### src/rtl/rt_delay_detect.sv
`timescale 1ns/1ps
// -----------------------------------------------------------------------------
// rt_delay_detect
//
// Measures the latency between a reference stream and a delayed copy of it.
// After a start request the block refills its ref_in history, then tries
// candidate delays 0..MAXD in order. A candidate is accepted after WINDOW
// consecutive matching samples. While locked, the accepted delay is re-checked
// on every qualified sample. If it breaks, the search restarts from 0.
//
// Ports
//   clk     : single clock, rising edge
//   rst_n   : asynchronous active-low reset
//   en      : sample qualifier; all state holds while low
//   start   : single-cycle begin/restart request (ignored while en is low)
//   ref_in  : undelayed reference samples            [DATA_WIDTH]
//   dly_in  : delayed copy of the reference          [DATA_WIDTH]
//   delay   : current candidate / detected delay     [DELAY_WIDTH]
//   locked  : delay is valid and still matching
//   fail    : no candidate 0..MAXD produced a lock
//   busy    : refilling history or searching
// -----------------------------------------------------------------------------
module rt_delay_detect #(
  parameter int DATA_WIDTH  = 8,
  parameter int DELAY_WIDTH = 5,
  parameter int WINDOW      = 16
) (
  input  logic                   clk,
  input  logic                   rst_n,
  input  logic                   en,
  input  logic                   start,
  input  logic [DATA_WIDTH-1:0]  ref_in,
  input  logic [DATA_WIDTH-1:0]  dly_in,
  output logic [DELAY_WIDTH-1:0] delay,
  output logic                   locked,
  output logic                   fail,
  output logic                   busy
);

  localparam int MAXD  = (1 << DELAY_WIDTH) - 1;
  localparam int NTAPS = MAXD + 1;
  // Wide enough to hold WINDOW itself, so the match count never wraps.
  localparam int CNT_W = $clog2(WINDOW + 1);

  localparam logic [DELAY_WIDTH-1:0] MAXD_CODE = DELAY_WIDTH'(MAXD);
  localparam logic [DELAY_WIDTH-1:0] FILL_LAST = DELAY_WIDTH'(MAXD - 1);
  localparam logic [DELAY_WIDTH-1:0] D_ONE     = DELAY_WIDTH'(1);
  localparam logic [CNT_W-1:0]       WIN_LAST  = CNT_W'(WINDOW - 1);
  localparam logic [CNT_W-1:0]       WIN_FULL  = CNT_W'(WINDOW);
  localparam logic [CNT_W-1:0]       C_ONE     = CNT_W'(1);

  typedef enum logic [2:0] {
    ST_IDLE   = 3'd0,
    ST_FILL   = 3'd1,
    ST_SEARCH = 3'd2,
    ST_LOCKED = 3'd3,
    ST_FAIL   = 3'd4
  } state_t;

  state_t                  state_reg,  state_next;
  logic [DELAY_WIDTH-1:0]  delay_reg,  delay_next;
  logic [DELAY_WIDTH-1:0]  fill_reg,   fill_next;
  logic [CNT_W-1:0]        cnt_reg,    cnt_next;
  logic                    locked_reg, locked_next;
  logic                    fail_reg,   fail_next;
  logic                    busy_reg,   busy_next;

  // hist_reg[k] holds ref_in from k+1 qualified samples ago.
  logic [DATA_WIDTH-1:0] hist_reg [MAXD];
  // tap[d] is the reference value d samples ago; tap[0] is the live input.
  logic [DATA_WIDTH-1:0] tap [NTAPS];
  logic                  match;

  always_ff @(posedge clk or negedge rst_n) begin
    if (!rst_n) begin
      for (int i = 0; i < MAXD; i++) begin
        hist_reg[i] <= '0;
      end
    end else if (en) begin
      hist_reg[0] <= ref_in;
      for (int i = 1; i < MAXD; i++) begin
        hist_reg[i] <= hist_reg[i-1];
      end
    end
  end

  assign tap[0] = ref_in;
  generate
    for (genvar gi = 0; gi < MAXD; gi++) begin : g_tap
      assign tap[gi+1] = hist_reg[gi];
    end
  endgenerate

  // The candidate under test is always delay_reg, both while searching and
  // while locked, so one comparator serves every state.
  assign match = (dly_in == tap[delay_reg]);

  always_ff @(posedge clk or negedge rst_n) begin
    if (!rst_n) begin
      state_reg  <= ST_IDLE;
      delay_reg  <= '0;
      fill_reg   <= '0;
      cnt_reg    <= '0;
      locked_reg <= 1'b0;
      fail_reg   <= 1'b0;
      busy_reg   <= 1'b0;
    end else begin
      state_reg  <= state_next;
      delay_reg  <= delay_next;
      fill_reg   <= fill_next;
      cnt_reg    <= cnt_next;
      locked_reg <= locked_next;
      fail_reg   <= fail_next;
      busy_reg   <= busy_next;
    end
  end

  always_comb begin
    state_next = state_reg;
    delay_next = delay_reg;
    fill_next  = fill_reg;
    cnt_next   = cnt_reg;

    if (en) begin
      if (start) begin
        // Restart wins over any lock or mismatch decided in this cycle.
        state_next = ST_FILL;
        delay_next = '0;
        fill_next  = '0;
        cnt_next   = '0;
      end else begin
        case (state_reg)
          ST_IDLE: begin
          end
          ST_FILL: begin
            if (fill_reg == FILL_LAST) begin
              state_next = ST_SEARCH;
              fill_next  = '0;
              delay_next = '0;
              cnt_next   = '0;
            end else begin
              fill_next = fill_reg + D_ONE;
            end
          end
          ST_SEARCH: begin
            if (match) begin
              if (cnt_reg == WIN_LAST) begin
                state_next = ST_LOCKED;
                cnt_next   = WIN_FULL;
              end else begin
                cnt_next = cnt_reg + C_ONE;
              end
            end else begin
              cnt_next = '0;
              // The last candidate failing ends the search; delay stays at MAXD.
              if (delay_reg == MAXD_CODE) begin
                state_next = ST_FAIL;
              end else begin
                delay_next = delay_reg + D_ONE;
              end
            end
          end
          ST_LOCKED: begin
            // History is still valid, so a lost lock re-searches without refill.
            if (!match) begin
              state_next = ST_SEARCH;
              delay_next = '0;
              cnt_next   = '0;
            end
          end
          ST_FAIL: begin
          end
          default: begin
            state_next = ST_IDLE;
            delay_next = '0;
            fill_next  = '0;
            cnt_next   = '0;
          end
        endcase
      end
    end

    locked_next = (state_next == ST_LOCKED);
    fail_next   = (state_next == ST_FAIL);
    busy_next   = (state_next == ST_FILL) || (state_next == ST_SEARCH);
  end

  assign delay  = delay_reg;
  assign locked = locked_reg;
  assign fail   = fail_reg;
  assign busy   = busy_reg;

endmodule

### config.mk
export PLATFORM = sky130hd
export DESIGN_NAME = rt_delay_detect
export DESIGN_NICKNAME = d
export VERILOG_FILES = /design/src/rtl/rt_delay_detect.sv
export SDC_FILE = /design/constraint.sdc
export NUM_CORES = 1
export LEC_CHECK = 0
export CAP_MARGIN = 20
export CORE_ASPECT_RATIO = 1.75
export CORE_MARGIN = 5
export CORE_UTILIZATION = 45
export DETAILED_ROUTE_END_ITERATION = 6
export PLACE_DENSITY = 0.71
export REMOVE_ABC_BUFFERS = 1
export SKIP_CTS_REPAIR_TIMING = 1
export SKIP_LAST_GASP = 1
export SLEW_MARGIN = 20
export SYNTH_ARGS = -nofsm -noshare
export SYNTH_HDL_FRONTEND = slang
export SYNTH_SLANG_ARGS = --single-unit
### constraint.sdc
create_clock -name clk -period 3.5 [get_ports clk]
set_clock_uncertainty 0.1 [all_clocks]
set_input_delay 0.7 -clock clk [delete_from_list [all_inputs] [get_ports clk]]
set_output_delay 0.7 -clock clk [all_outputs]
set_load 0.02 [all_outputs]
=== Yosys cells after proc, flatten, opt, wreduce, memory -nomap -nowiden ===
Cells that the tools add are included.

* Muxes and demuxes: 24
* Reductions and logical operators: 7
* Bitwise operators: 1
* $add $sub $neg: 3
* Equal/unequal tests: 18
* $lt $le $gt $ge: 1

{| class="wikitable"
|+ Operator list
! operator !! count
|-
| $mux 5 || 10
|-
| $bmux 8 s5 || 1
|-
| $pmux 5 s4 || 2
|-
| $mux 3 || 7
|-
| $mux 8 || 2
|-
| $add 5x1->5 const B || 3
|-
| $eq 3x2->1 const B || 4
|-
| $ne 3x3->1 const B || 4
|-
| $pmux 3 s4 || 1
|-
| $eq 5x5->1 const B || 2
|-
| $pmux 5 s2 || 1
|-
| $eq 8x8->1 || 1
|-
| $eq 3x1->1 const B || 2
|-
| $eq 3x3->1 const B || 2
|-
| $ge 6x6->1 const B || 1
|-
| $not 5->6 || 1
|-
| $reduce_and 6->1 || 1
|-
| $eq 5x4->1 const B || 1
|-
| $ne 2x1->1 const B || 2
|-
| $reduce_and 4->1 || 1
|-
| $reduce_or 4->1 || 1
|-
| $logic_not 3->1 || 1
|-
| $reduce_and 2->1 || 1
|-
| $reduce_or 2->1 || 1
|-
| $logic_or 1x1->1 || 1
|}

* Output and inout bits: 8
* Word-level logic and storage cells: 92
* Flip-flop bits (word level): 269

=== Logic depth before layout (Yosys ltp) ===
Gate-level depths: netlist (run 1).

* Depth in word-level cells: 11
* Mapped depth: 14
* Depth with buffers taken out: 11

=== Least setup slack after synthesis (run 1) ===
No wires, ideal clock.

* Path type: flip-flop to flip-flop
* Start: register delay_reg[0], in the netlist delay[0]
* End: register delay_reg[3], in the netlist delay[3]
* Path slack: 127 ps
* Library setup time: 78 ps
* Cell stages (with the launch flop): 11
* Data required time: 3322 ps
* Buffers on the path: 2
* Data arrival time: 3195 ps
* Cell sequence: dfrtp_1 -> buf_6 -> buf_12 -> mux4_2 -> mux4_2 -> xnor2_1 -> a311oi_1 -> nor4_4 -> o21a_2 -> or4_1 -> a21oi_1

* Cells in the longest elaborated chain, start to end: 7

{| class="wikitable"
|+ Ends and longest elaborated chain
! element !! RTL line !! text
|-
| start, declared || 61 || <nowiki>logic [DELAY_WIDTH-1:0] delay_reg, delay_next;</nowiki>
|-
| start signal, assigned || 109 || <nowiki>delay_reg <= delay_next;</nowiki>
|-
| $not 5->6 (implied by the code) || 96 || <nowiki>assign match = (dly_in == tap[delay_reg]);</nowiki>
|-
| $bmux 8 s5 || 96 ||
|-
| $mux 8 (implied by the code) (2 in series) || 96 ||
|-
| $eq 8x8->1 || 96 ||
|-
| $ne 3x3->1 (no source line) || - ||
|-
| $reduce_and 6->1 (no source line) || - ||
|}

Several ways; a longest one is shown, not always the timed one. The select of a mux whose other input is x is not followed.
A chain may end at the register's enable or synchronous reset.

=== Worst setup path after layout (run 1) ===
Ends and elaborated chain as after synthesis.

==> results.txt, run 1 <==
Final hold violation count = 0
NumNets Final = 941
Min Clock Period, post-route = 3.404 ns
Core box area = 27,770 sq um
Dpl ws = -0.2530 ns
Total grt overflow = 0
Adder-cell share of the synthesized area = 0.005962
Power Density = 680.0 nW/um^2
Vias in the first global route = 7,868
Starting density of the core = 0.4534
Drt drc = 0
Sequential share of power = 0.524
Routed via count = 7,298
CP startpoint kind = flip-flop
Post-Syn Area = 12,590 sq um
CP endpoint kind = flip-flop
Detailed placer's ending HPWL = 16,900 microns
Multiplexer area fraction after synthesis = 0.3367
Min Hold Slack = 0.06486 ns
CTS Buffer Depth = 3
Arrival @ worst endpoint = 3.75 ns
Initial antenna violation count = 0
Clock Root Buffer = clkbuf_16
Avg Vias per Cell = 5.588
Main synth FF type = dfrtp_1
Routed WL per cell = 18.96 microns
Power Total = 9748 uW
Top cells by area, synth = dfrtp_1 53%, mux2_2 22%, mux4_2 5.4%
CTS tree = yes
Clock power frac = 0.281
RSZ-0062 raised after global routing = true
Placed Area = 13,420 sq um
Dominant cell type by area after synthesis = dfrtp_1
Ant diodes = 0
Async SR Flop Fraction = 1.000
Die ar. = 31,560 sq um
Register area share after synthesis = 0.5346
P_sw = 2610 uW
Unique masters post-synth = 53
Row cnt = 81
Sw frac = 0.2678
Slew Limit Headroom = 0.5514
Synth Area in XOR/XNOR = 0.009043
Max reg flops = 248
Syn Area/Cell = 14.42 sq um
Clk slew on worst S/H paths = 0.07 ns
WP data required = 3.85 ns
Top post-synthesis cells by count = 269 x dfrtp_1, 250 x mux2_2, 59 x mux2i_1
Worst Tran Pin Value = 0.6729 ns
Status = completed
EDFF count, synth = 0
Final ANT Viol Nets = 0
Die H = 231.3 microns
GRT Total Usage = 0.1644
Combinational power share = 0.196
Post-synthesis instance total = 873
Count leader, synth = dfrtp_1
First-pass GRT wire length = 41,660 microns
Final worst slack = 0.09553 ns
YS warnings = 0
Compound-Gate Fraction of Synth Area = 0.04800
Largest net degree at the start of global routing = 107
Clock sinks = 269
Leakage = 0.005968 uW
# setup viols final = 0
Yosys reg bits = 269
RePlAce Congestion = 0.7893
Max-cap viol count = 0
Synth top area share = 0.5346
Int Pwr = 7138 uW
1st-pass router iterations = 6
Min-Delay Path Class = in -> async
Synth Area in Simple Gates = 0.03995
Cts bufs inserted = 24
Combinational family with the most area after synthesis = multiplexers
Clk Latency, worst-skew pair = 0.53 ns
Fin. max-slew vios = 0
CTS H-tree depth = 1
Num ports = 28
Share of layout cells above drive strength 1 = 0.4084
Die width = 136.4 microns
Max IR drop VDD = 0.0003738 V
Max frequency = 293.7 MHz
Tcrit/Tclk final = 0.9727
Total Wirelength = 24,760 microns
Iter 0 DRT Violations = 336
Post-Layout Inst Area = 14,340 sq um
Setup CP Type = reg -> reg
Port Buffers = 27
CP max FO = 11
Area delta synth->final = 13.86%
layout make-up:
cell class	instances	area (sq um)
Sequential cell	269	6739
Multi-Input combinational cell	542	5553
Timing Repair Buffer	69	708.2
Fill cell	2355	13430
Tap cell	373	466.7
Inverter	9	33.78
Clock inverter	8	78.83
Clock buffer	36	757.0
worst paths after layout:
path	start	endpoint	slack [ns]	depth (start not counted)
setup / recovery	delay[0]	delay[3]	0.1	12
min in group clk	fill_reg[4]	fill_reg[4]	0.39	1
hold reg to reg	fill_reg[4]	fill_reg[4]	0.39	1
setup reg to reg	delay[0]	delay[3]	0.1	12
hold / removal	rst_n	hist_reg[191]	0.06	1
max in group asynchronous	rst_n	hist_reg[109]	2.39	2
cells by family (layout without fill, tap and decap cells):
kind of cell,count (synthesis),after routing
compound gates,87,87
flops,269,269
fa+ha+maj,6,6
xor+xnor,13,13
buf+inv,62,122
mux,345,345
simple gates,91,91
critical path, stage by stage, from the launching register on:
cell and delay (ns):
dfrtp_4 0.47, buf_12 0.15, buf_12 0.15, mux4_1 0.61
o21ai_1 0.19, xnor2_1 0.15, nor4_1 0.08, a311oi_1 0.26
buf_4 0.18, nor4_4 0.05, o21a_2 0.25, or4_1 0.48
a21oi_1 0.19
metal layers:
metal | up-vias | global-route usage | part of all wire
met4 | 0 | 0.06084 | 0.028
met3 | 40 | 0.01825 | 0.026
met5 | - | 0 | 0
met2 | 85 | 0.2889 | 0.53
li1 | 3341 | - | -
met1 | 3832 | 0.2076 | 0.41
cells in the final DEF (no fill, tap or decap), drive strengths merged, types with 3 or more instances in the layout:
| cell | n |
|---|---|
| dfrtp | 269 |
| o31ai | 5 |
| inv | 9 |
| nand3 | 17 |
| xnor2 | 10 |
| nor2b | 11 |
| o21a | 5 |
| xor2 | 3 |
| a21oi | 12 |
| nand4 | 4 |
| nand2b | 5 |
| buf | 44 |
| ha | 6 |
| nor3 | 5 |
| clkinvlp | 4 |
| mux2i | 59 |
| mux4 | 36 |
| or2 | 3 |
| a22oi | 23 |
| nand2 | 20 |
| mux2 | 250 |
| clkinv | 3 |
| a221oi | 8 |
| clkdlybuf4s50 | 25 |
| nor4 | 4 |
| nor3b | 3 |
| a22o | 4 |
| nor2 | 10 |
| o21ai | 22 |
| clkbuf | 36 |
power by group through the flow:
| stage | clock network (uW) | logic (uW) | registers [uW] |
|---|---|---|---|
| after floorplan | 0 | 1560 | 4850 |
| after global placement | 0 | 1860 | 5120 |
| after detailed placement | 0 | 1930 | 5170 |
| after CTS | 2800 | 1940 | 5120 |
| after global routing | 2930 | 2120 | 5290 |
| final | 2730 | 1910 | 5110 |
through the flow:
stage          TNS [ns]  cells  utilization
3_5_place_dp     -1.503   1257       0.4833
4_1_cts         -0.6113   1301       0.5134
3_3_place_gp    -0.9612   1257       0.4833
2_1_floorplan    -22.63    820            -
6_report              0   1306       0.5163
5_1_grt        -0.03471   1306       0.5163
No activity file was read; power rests on OpenSTA's default activity.
==> run 2, diff against run 1 <==
Settings changed: CTS_CLUSTER_SIZE set to 10.
==> run 2 against run 1 <==
- sequential share of layout area grew 0.26 points
- final cell count shrank 1.1%
- count of clock-buffer cells in the layout decreased by 3
- fmax is 1.6% higher
- clock power is 2% lower
- via count about the same
- critical path depth unchanged
- die area did not move
- flip-flop and latch count stayed put
- register-to-register slack improved by 0.05 ns
- total power shrank 0.66%
- non-clock buffer count decreased by 3
- largest cell class unchanged
- largest power group unchanged
- highest routed layer unchanged
==> results.txt, run 2 (synthesized netlist as in run 1, its figures left out) <==
Core box area = 27,770 sq um
RSZ-0062 raised after global routing = false
Clock Root Buffer = clkbuf_16
Routed WL per cell = 19.25 microns
GRT Total Usage = 0.1649
Cts bufs inserted = 30
Final hold violation count = 0
P_sw = 2569 uW
Min-Delay Path Class = in -> async
Sequential share of power = 0.528
Routed via count = 7,295
Max frequency = 298.3 MHz
Slew Limit Headroom = 0.5405
Max-cap viol count = 0
RePlAce Congestion = 0.7893
First-pass GRT wire length = 41,830 microns
Num ports = 28
Clk Latency, worst-skew pair = 0.55 ns
Max IR drop VDD = 0.0004692 V
CP endpoint kind = flip-flop
TNS Setup = 0 ns
Area delta synth->final = 13.24%
Port Buffers = 27
Clock power frac = 0.275
CTS tree = yes
CP max FO = 11
Die ar. = 31,560 sq um
Total grt overflow = 0
Ant diodes = 0
NumNets Final = 944
1st-pass router iterations = 4
Initial antenna violation count = 0
Critical path origin = delay[0]
Detailed placer's ending HPWL = 16,900 microns
Fin. max-slew vios = 0
Share of layout cells above drive strength 1 = 0.4004
Arrival @ worst endpoint = 3.72 ns
Total Wirelength = 24,870 microns
Min Clock Period, post-route = 3.353 ns
CTS Buffer Depth = 3
Int Pwr = 7114 uW
Sw frac = 0.2653
Commonest non-fill, non-tap cell in the layout = dfrtp_1
Status = completed
Power Density = 679.2 nW/um^2
Clk slew on worst S/H paths = 0.06 ns
Largest net degree at the start of global routing = 107
Power Total = 9684 uW
CP startpoint kind = flip-flop
Row cnt = 81
Setup CP Type = reg -> reg
# setup viols final = 0
Avg Vias per Cell = 5.646
Vias in the first global route = 7,929
Most frequent cells in the layout = 267 x dfrtp_1, 250 x mux2_2, 59 x mux2i_1
Starting density of the core = 0.4534
Final ANT Viol Nets = 0
Die H = 231.3 microns
Drt drc = 0
Iter 0 DRT Violations = 355
Worst Tran Pin Value = 0.6820 ns
Combinational power share = 0.197
Clock sinks = 269
Reg2Reg Launch Point = delay[0]
Tcrit/Tclk final = 0.9579
WP data required = 3.87 ns
Max reg flops = 248
Leakage = 0.005935 uW
Die width = 136.4 microns
CTS H-tree depth = 1
[run 2: cell count changes in the layout (fill, tap and decap cells not counted), moves of 2 or more]
cell,before,now
clkinvlp_4,4,0
clkinv_2,2,0
clkbuf_8,9,0
clkbuf_16,25,31
buf_6,0,2
buf_4,33,29
[run 2: worst max-delay path, cell delays in order (launching register included)]
cell	delay (ns)
dfrtp_4	0.45
buf_6	0.16
buf_12	0.16
mux4_1	0.61
o21ai_1	0.20
xnor2_1	0.16
nor4_1	0.08
a311oi_1	0.27
buf_4	0.18
nor4_4	0.05
o21a_2	0.25
or4_1	0.46
a21oi_1	0.15
[run 2: worst paths after layout]
kind / end / slack [ns] / cells after the start
setup / recovery: delay[3] / 0.15 / 12
hold / removal: hist_reg[191] / 0.04 / 1
setup reg to reg: delay[3] / 0.15 / 12
hold reg to reg: fill_reg[4] / 0.39 / 1
max in group asynchronous: hist_reg[109] / 2.40 / 2
min in group clk: fill_reg[4] / 0.39 / 1
[run 2: cell type report]
class	instances	area, sq um
well taps	373	466.7
repair buffers	66	680.7
fillers	2362	13510
multi-input cells	542	5554
inverters	9	33.78
flip-flops and latches	269	6739
clock buffers	33	783.3
[run 2: per-layer routing]
layer / wire length [microns] / part of all wire / GRT usage
met2: 13280 / 0.53 / 0.2926
met1: 9940 / 0.40 / 0.2036
met4: 890 / 0.036 / 0.06620
met3: 754 / 0.030 / 0.01781
met5: 0 / 0 / 0
[run 2: stage by stage]
stage | hold WS (ns) | setup WS (ns) | util | cell area (sq um) | instances
finish | 0.04314 | 0.1475 | 0.5134 | 14260 | 1292
global route | 0.1100 | 0.01514 | 0.5134 | 14260 | 1292
CTS | 0.08081 | -0.1349 | 0.5115 | 14200 | 1290
detailed placement | 0.3768 | -0.2530 | 0.4833 | 13420 | 1257
global placement | 0.3615 | -0.2233 | 0.4833 | 13420 | 1257
floorplan | 0.3044 | -1.718 | - | 12300 | 820
[run 2: power by group through the flow]
stage               Combinational [uW]  Clock, uW  Sequential, uW
floorplan                         1560          0            4850
global placement                  1860          0            5120
detailed placement                1930          0            5170
CTS                               1940       2760            5120
global route                      2110       2860            5290
finish                            1900       2670            5110
==> run 3, diff against run 2 <==
Settings changed: CTS_CLUSTER_DIAMETER set to 150.
==> run 3 against run 2 <==
- flip-flop and latch count did not move
- clock power barely moved
- wire length rose by 0.27%
- critical path depth did not move
==> results.txt, run 3 (synthesized netlist as in run 1, its figures left out) <==
Power Total = 9666 uW
Iter 0 DRT Violations = 376
Area delta synth->final = 13.27%
Clock sinks = 269
Core box area = 27,770 sq um
Share of layout cells above drive strength 1 = 0.4007
Row cnt = 81
Critical path origin = delay[0]
Non-filler cells, final = 1,294
Cts bufs inserted = 30
Commonest non-fill, non-tap cell in the layout = dfrtp_1
Port Buffers = 27
Max-cap viol count = 0
Most frequent cells in the layout = 267 x dfrtp_1, 250 x mux2_2, 59 x mux2i_1
Max frequency = 293.5 MHz
Die width = 136.4 microns
Initial antenna violation count = 0
GRT Total Usage = 0.1657
CTS tree = yes
Routed WL per cell = 19.27 microns
1st-pass router iterations = 4
Final ANT Viol Nets = 0
Starting density of the core = 0.4534
Num ports = 28
Largest net degree at the start of global routing = 107
FF-to-FF End = fail
RePlAce Congestion = 0.7893
Ant diodes = 0
Routed via count = 7,299
Total grt overflow = 0
CP Capture Point = fail
Detailed placer's ending HPWL = 16,900 microns
Final hold violation count = 0
Tcrit/Tclk final = 0.9735
CTS Buffer Depth = 3
Arrival @ worst endpoint = 3.75 ns
Status = completed
CTS H-tree depth = 1
R2R setup slack = 0.09 ns
Die H = 231.3 microns
R2R depth = 12
Worst Tran Pin Value = 0.6834 ns
Max reg flops = 248
Reg2Reg Launch Point = delay[0]
# setup viols final = 0
Setup CP Type = reg -> reg
Max IR drop VDD = 0.0004597 V
Vias in the first global route = 7,943
Power Density = 677.8 nW/um^2
CP startpoint kind = flip-flop
Clk slew on worst S/H paths = 0.06 ns
Post-layout util = 0.5136
Clk Latency, worst-skew pair = 0.55 ns
Avg Vias per Cell = 5.641
WP data required = 3.84 ns
Slew Limit Headroom = 0.5444
Min Clock Period, post-route = 3.407 ns
CP endpoint kind = flip-flop
Leakage = 0.005936 uW
Clock Root Buffer = clkbuf_16
Dpl cells = 1,257
Die ar. = 31,560 sq um
Min-Delay Path Class = in -> async
CP max FO = 8
NumNets Final = 946
Drt drc = 0
Total Wirelength = 24,930 microns
First-pass GRT wire length = 42,010 microns
Fin. max-slew vios = 0
## run 3: critical path, cell delays in order (launching register included)
cell and delay, ns:
dfrtp_4 0.47, buf_4 0.21, mux4_1 0.55, nand2b_1 0.16, a32oi_1 0.23, o211a_1 0.21
xor2_1 0.23, nand4_1 0.27, nor4_4 0.23, buf_4 0.20, nor3b_1 0.06, o21a_1 0.20
nor3b_2 0.16
## run 3: report_power, final
part / internal (uW) / leakage, uW / switching (uW)
registers: 4280 / 0.00335 / 838
clock network: 1510 / 0.000379 / 1140
logic: 1290 / 0.00220 / 614
## run 3: worst min path at each step
| stage | slack (ns) | endpoint | cells past startpoint | start |
|---|---|---|---|---|
| 2_1_floorplan | 0.30 | busy | 0 | rst_n |
| 3_3_place_gp | 0.36 | cnt_reg[4] | 2 | cnt_reg[4] |
| 3_5_place_dp | 0.38 | fill_reg[4] | 1 | fill_reg[4] |
| 4_1_cts | 0.07 | hist_reg[191] | 1 | rst_n |
| 5_1_grt | 0.1 | hist_reg[191] | 1 | rst_n |
| 6_report | 0.04 | hist_reg[191] | 1 | rst_n |
## run 3: layout make-up
| cell class | count | area (sq um) |
|---|---|---|
| repair buffers | 68 | 700.7 |
| clock buffers | 32 | 758.2 |
| multi-input cells | 542 | 5547 |
| flip-flops and latches | 269 | 6739 |
| fillers | 2370 | 13510 |
| clock inverters | 1 | 16.27 |
| well taps | 373 | 466.7 |
| inverters | 9 | 33.78 |
## run 3: metal layers
layer	share of wire	global-route usage	up-vias
met4	0.029	0.05927	0
met5	0	0	-
met1	0.40	0.2037	3822
met3	0.033	0.02085	40
li1	-	-	3331
met2	0.54	0.2964	106
## run 3: through the flow
| stage | hold WS [ns] | instance area [sq um] | setup TNS (ns) | worst slack [ns] |
|---|---|---|---|---|
| finish | 0.03516 | 14260 | 0 | 0.09266 |
| global placement | 0.3615 | 13420 | -0.9612 | -0.2233 |
| global route | 0.09596 | 14260 | -0.006606 | -0.005567 |
| floorplan | 0.3044 | 12300 | -22.63 | -1.718 |
| CTS | 0.07259 | 14190 | -0.5109 | -0.1376 |
| detailed placement | 0.3768 | 13420 | -1.503 | -0.2530 |
